**src/rtl/apb_master_bridge.sv**
```systemverilog
// apb_master_bridge: turns a valid/ready command stream into APB3 transfers, one in flight.
// Optional ACCESS-phase timeout is enabled by defining APB_TIMEOUT_EN.
//
// state    | meaning
// S_IDLE   | req_ready high; psel/penable low; address/data hold last values
// S_SETUP  | psel high, penable low, exactly one cycle
// S_ACCESS | psel and penable high until pready (or timeout)
module apb_master_bridge #(
    parameter int ADDR_WIDTH     = 32,
    parameter int DATA_WIDTH     = 32,
    parameter int TIMEOUT_CYCLES = 16
) (
    input  logic                  pclk,
    input  logic                  rst_n,
    input  logic                  req_valid,
    output logic                  req_ready,
    input  logic                  req_write,
    input  logic [ADDR_WIDTH-1:0] req_addr,
    input  logic [DATA_WIDTH-1:0] req_wdata,
    output logic                  rsp_valid,
    output logic [DATA_WIDTH-1:0] rsp_rdata,
    output logic                  rsp_err,
    output logic                  psel,
    output logic                  penable,
    output logic                  pwrite,
    output logic [ADDR_WIDTH-1:0] paddr,
    output logic [DATA_WIDTH-1:0] pwdata,
    input  logic [DATA_WIDTH-1:0] prdata,
    input  logic                  pready,
    input  logic                  pslverr
);
    typedef enum logic [1:0] {S_IDLE, S_SETUP, S_ACCESS} state_t;

    state_t                r_state;
    state_t                w_next;
    logic                  w_accept;
    logic                  w_done;
    logic                  w_timeout;
    logic                  r_pwrite;
    logic [ADDR_WIDTH-1:0] r_paddr;
    logic [DATA_WIDTH-1:0] r_pwdata;
    logic                  r_rsp_valid;
    logic [DATA_WIDTH-1:0] r_rsp_rdata;
    logic                  r_rsp_err;

`ifdef APB_TIMEOUT_EN
    localparam int CNT_W = (TIMEOUT_CYCLES > 1) ? $clog2(TIMEOUT_CYCLES) : 1;
    localparam logic [CNT_W-1:0] CNT_LOAD = CNT_W'(TIMEOUT_CYCLES - 1);

    logic [CNT_W-1:0] r_cnt;

    // Down-counter loaded while in SETUP; terminal count marks the last allowed ACCESS cycle.
    always_ff @(posedge pclk or negedge rst_n) begin
        if (!rst_n) begin
            r_cnt <= '0;
        end else if (r_state == S_SETUP) begin
            r_cnt <= CNT_LOAD;
        end else if (r_state == S_ACCESS && r_cnt != '0) begin
            r_cnt <= r_cnt - CNT_W'(1);
        end
    end

    assign w_timeout = (r_state == S_ACCESS) && !pready && (r_cnt == '0);
`else
    // No timeout: ACCESS waits for pready indefinitely; the parameter is only referenced here.
    assign w_timeout = (TIMEOUT_CYCLES < 0);
`endif

    always_ff @(posedge pclk or negedge rst_n) begin
        if (!rst_n) begin
            r_state <= S_IDLE;
        end else begin
            r_state <= w_next;
        end
    end

    always_comb begin
        w_next    = r_state;
        req_ready = 1'b0;
        psel      = 1'b0;
        penable   = 1'b0;
        w_accept  = 1'b0;
        w_done    = 1'b0;
        case (r_state)
            S_IDLE: begin
                req_ready = 1'b1;
                if (req_valid) begin
                    w_accept = 1'b1;
                    w_next   = S_SETUP;
                end
            end
            S_SETUP: begin
                psel   = 1'b1;
                w_next = S_ACCESS;
            end
            S_ACCESS: begin
                psel    = 1'b1;
                penable = 1'b1;
                if (pready) begin
                    w_done = 1'b1;
                    w_next = S_IDLE;
                end else if (w_timeout) begin
                    w_next = S_IDLE;
                end
            end
            default: w_next = S_IDLE;
        endcase
    end

    always_ff @(posedge pclk or negedge rst_n) begin
        if (!rst_n) begin
            r_pwrite    <= 1'b0;
            r_paddr     <= '0;
            r_pwdata    <= '0;
            r_rsp_valid <= 1'b0;
            r_rsp_rdata <= '0;
            r_rsp_err   <= 1'b0;
        end else begin
            r_rsp_valid <= w_done | w_timeout;
            if (w_accept) begin
                r_pwrite <= req_write;
                r_paddr  <= req_addr;
                r_pwdata <= req_wdata;
            end
            // Response fields hold between pulses so the requester can read them late.
            if (w_done) begin
                r_rsp_rdata <= r_pwrite ? '0 : prdata;
                r_rsp_err   <= pslverr;
            end else if (w_timeout) begin
                r_rsp_rdata <= '0;
                r_rsp_err   <= 1'b1;
            end
        end
    end

    assign pwrite    = r_pwrite;
    assign paddr     = r_paddr;
    assign pwdata    = r_pwdata;
    assign rsp_valid = r_rsp_valid;
    assign rsp_rdata = r_rsp_rdata;
    assign rsp_err   = r_rsp_err;

endmodule

```
**config.mk**
```make
export PLATFORM = sky130hd
export DESIGN_NAME = apb_master_bridge
export DESIGN_NICKNAME = d
export VERILOG_FILES = /design/src/rtl/apb_master_bridge.sv
export SDC_FILE = /design/constraint.sdc
export NUM_CORES = 1
export LEC_CHECK = 0
export CAP_MARGIN = 20
export CORE_UTILIZATION = 40
export CTS_CLUSTER_SIZE = 20
export DETAILED_ROUTE_END_ITERATION = 8
export PLACE_DENSITY = 0.8
export SETUP_SLACK_MARGIN = 0.02
export SLEW_MARGIN = 0
export SYNTH_ARGS = -nofsm -noshare
export SYNTH_HDL_FRONTEND = slang
export SYNTH_SLANG_ARGS = --single-unit
```
**constraint.sdc**
```tcl
create_clock -name pclk -period 1.7 [get_ports pclk]
set_clock_uncertainty 0.15 [all_clocks]
set_input_delay 0.34 -clock pclk [delete_from_list [all_inputs] [get_ports pclk]]
set_output_delay 0.34 -clock pclk [all_outputs]
set_load 0.005 [all_outputs]
```
* After elaboration in Yosys (flattened, before gate mapping)
Cells that the tools add are included.
** Storage, ports and cells
- Input port bits :: 102
- Word-level logic and storage cells :: 25
- Register bits :: 101
** Operators by class
- Reduce and logical (&&, ||, !) cells :: 3
- Muxes and demuxes :: 11
- Eq/ne operators :: 4
** Operators by type and width (number)
- two-way mux 32 bit :: 1
- two-way mux 1 bit :: 7
- one-hot mux 2 bit (3 select lines) :: 1
- two-way mux 2 bit :: 2
- != test 2 bit (second input constant) :: 2
- equality test 2 x 1 -> 1 bit (second input constant) :: 1
- equality test 2 bit (second input constant) :: 1
- logical NOT 2 bit :: 1
- AND reduction 2 bit :: 1
- OR reduction 2 bit :: 1

* Longest topological paths before layout
- Depth after elaboration :: 3
- Mapped depth :: 7
- Mapped depth without buffers :: 5

* Least setup slack after synthesis
No wires, ideal clock.
- Path type :: reg-to-reg
- Start :: reg r_state[0]
- End :: reg r_paddr[0] (netlist: paddr[0])
- Cell stages (with the launch flop) :: 7
- Arrival :: 1321 ps
- Library setup time :: 125 ps
- Path buffers :: 2
- Setup slack :: 104 ps
- Path through :: dfrtp_1 > inv_1 > ha_1 > nand2_1 > buf_6 > buf_6 > mux2_4
** On the way
- Word-level cells in the longest chain between the ends :: 2
** RTL lines
- start, declared :: RTL line 34 : state_t r_state;
- start signal, assigned :: RTL line 73 : r_state <= w_next;
- logical NOT 2 bit :: RTL line 84 : case (r_state)
- two-way mux 1 bit :: RTL line 84
- end signal, assigned :: RTL line 122 : r_paddr <= req_addr;
- end, declared :: RTL line 40 : logic [ADDR_WIDTH-1:0] r_paddr;
No other way between the ends.
A chain may end at the register's enable or synchronous reset.

* Final worst setup path
- Start :: reg r_state[0]
- End :: out penable
** On the way
- Word-level cells in the longest chain between the ends :: 2
** RTL lines
- equality test 2 bit :: RTL line 84
- two-way mux 1 bit :: RTL line 84
- end, declared :: RTL line 24 : output logic penable,
No other way between the ends.

==> results.tsv <==
metric	value	unit
status	finished clean	
grt_util_all_layers	20.5	%
fin_area	0.00675	sq mm
overflow	0	
period_share	97.5	%
numPortBuffers	203	
h-tree-depth	3	
end_kind	output port	
rows	36	
grt_pass1_vias	3293	
netlist_area	0.00415	sq mm
synth_top_area_share	60.9	%
path_clk_slew	0.10	ns
dieArea	0.0108	sq mm
nNetsFinal	638	
initial_utilization	41.9	%
cp_slowest_cell	dfrtp_1	
cts_buffers	9	
syn_area_per_cell	14.1	sq um
drive_gt1_share	24.7	%
synth_warnings	0	
vias	3085	
final.min_clock_period	1.66	ns
ant_nets	0	
crit_type	flop to output port	
finalSetupViolations	0	
ys_types	14	
grt_max_degree	50	
drtPass1Iterations	4	
grt_pass1_wl	17.3	mm
cts_tree	built	
yosys_most_used_dff	dfrtp_1	
hpwl	7.57	mm
slowest_delay	0.37	ns
via_per_inst	4.60	
finalHoldViolCount	0	
max_cap_viol_count	0	
antenna_found_initial	0	
power_density	1580	mW/mm^2
synth_top_area_cell	dfrtp_1	
p_leak	3.32	nW
ios	204	
drtIter0Drc	93	
synth_area_leaders	dfrtp_1, mux2_4, nand2b_1	
report.final.slew_viol_count	0	
globalplace.congestion	0.791	
crit_chain	inv_2, buf_6, ha_4, buf_6	
area_growth	62.7	%
cp_max_fo	3	
crit_family	flip-flops	
core	0.00991	sq mm
clock_latency	0.35	ns
synth-async-reset-ratio	100	%
antennaDiodeCount	0	
routed_wl	10.4	mm
wl_per_cell	15.5	um
cts_root_buf	clkbuf_8	
ir_worst_vdd	828	uV
clock_sinks	101	
start_kind	flop	
cp_common_cell	buf_6	
worst-path-buf-inv	3	
setup_slack	0.0423	ns
fmax	603	MHz
synth.ff_latch_count	101	
post-route-drc-count	0	
yosys-top-cells-count	dfrtp_1, mux2_4, nand2_1	
die_w	104	um
rsz0062_at_grt	true	
yosysSeqAreaShare	60.9	%
worst_slew_pin_slew	0.283	ns
synth_enable_flop_cells	0	
dp_slack	-0.178	ns
hp-class	primary input to asynchronous set/reset pin	
synth_most_common_cell	dfrtp_1	
maxSlewHeadroom	81.2	%
required	1.21	ns
cts_buffer_depth	2	
die_h	104	um
placed_area	0.00644	sq mm
postSynthCellCount	294	
synth_fp_nets	399	
cp.arrival	1.17	ns
sequential cells by signal, indices dropped and copies added (netlist names):
name and cells:
rsp_rdata 32, paddr 32, pwrite 1, rsp_valid 1, pwdata 32, r_state 2
rsp_err 1
layer usage:
metal | track usage (%) | wire length [um] | vias up
li1 | - | - | 1458
met2 | 34.8 | 5260 | 121
met3 | 5.89 | 726 | 10
met4 | 7.35 | 124 | 0
met1 | 24.8 | 4280 | 1496
met5 | 0 | 0 | -
what timing repair did:
action / CTS / global route
setup buffers: 25 / 2
pin swaps: 2 / 0
gates resized for setup: 120 / 3
cloned: 0 / 0
endpoints found under the hold margin: 17 / 0
endpoints found under the setup margin: 115 / 5
hold buffers: 1 / 0
kinds of logic (layout without fill, tap and decap cells):
| group | after synthesis | after routing | share of synthesized area (%) |
|---|---|---|---|
| buffers and inverters | 21 | 265 | 3.17 |
| DFF | 101 | 101 | 60.9 |
| adders and majority gates | 3 | 3 | 0.905 |
| AOI/OAI and AO/OA | 35 | 35 | 4.28 |
| and+or+nand+nor | 67 | 67 | 8.05 |
| muxes | 67 | 67 | 22.7 |
path summary, 6_finish.rpt:
check	slack [ns]	to	from	cells past startpoint
worst max-delay path	0.04	penable	r_state[0]$_DFFE_PN0P_	4
worst min-delay path	0.25	paddr[13]$_DFFE_PN0P_	rst_n	2
worst max register to register	0.11	rsp_rdata[26]$_DFFE_PN0P_	r_state[0]$_DFFE_PN0P_	7
worst min register to register	0.33	rsp_rdata[14]$_DFFE_PN0P_	rsp_rdata[14]$_DFFE_PN0P_	2
max in group asynchronous	0.61	pwdata[17]$_DFFE_PN0P_	rst_n	3
min in group pclk	0.33	rsp_rdata[14]$_DFFE_PN0P_	rsp_rdata[14]$_DFFE_PN0P_	2
where the power goes:
group,switching [mW],internal (mW)
sequential,0.557,3.50
clock,0.842,0.686
combinational,1.76,3.34
area by class of cell:
class                      count  area (sq um)
clock buffer                   9           124
clock inverter                 7          75.1
fill                         761          3160
inverter                       4          15.0
multi-input combinational    172          1520
sequential                   101          2530
tap                          133           166
timing repair buffer         245          2320
worst register-to-register path: cells and delay by family, from the launching register on:
kind	cells	cell delay, ns
adders and majority gates	1	0.13
DFF	1	0.40
and+or+nand+nor	1	0.09
AOI/OAI and AO/OA	1	0.22
buffers and inverters	4	0.52
cells in the final DEF (no fill, tap or decap), drive strengths merged, types with 2 or more instances in the layout:
cell,instances
inv,5
clkinvlp,3
clkbuf,9
clkdlybuf4s50,100
nand2,34
dlygate4sd2,99
clkinv,2
ha,3
o21ai,33
buf,45
mux2,67
dfrtp,101
nand2b,32
through the flow:
step | TNS, ns | utilization (%) | power (mW) | cells | hold WS (ns)
CTS | 0 | 67.9 | 10.7 | 669 | 0.238
finish | 0 | 68.2 | 10.7 | 671 | 0.250
global route | -0.0469 | 68.2 | 11.4 | 671 | 0.241
global placement | -5.71 | 65.0 | 9.33 | 628 | 0.0851
detailed placement | -7.65 | 65.0 | 9.52 | 628 | 0.0938
floorplan | 0 | - | 6.39 | 294 | -0.106
(Power assumes the default switching activity.)
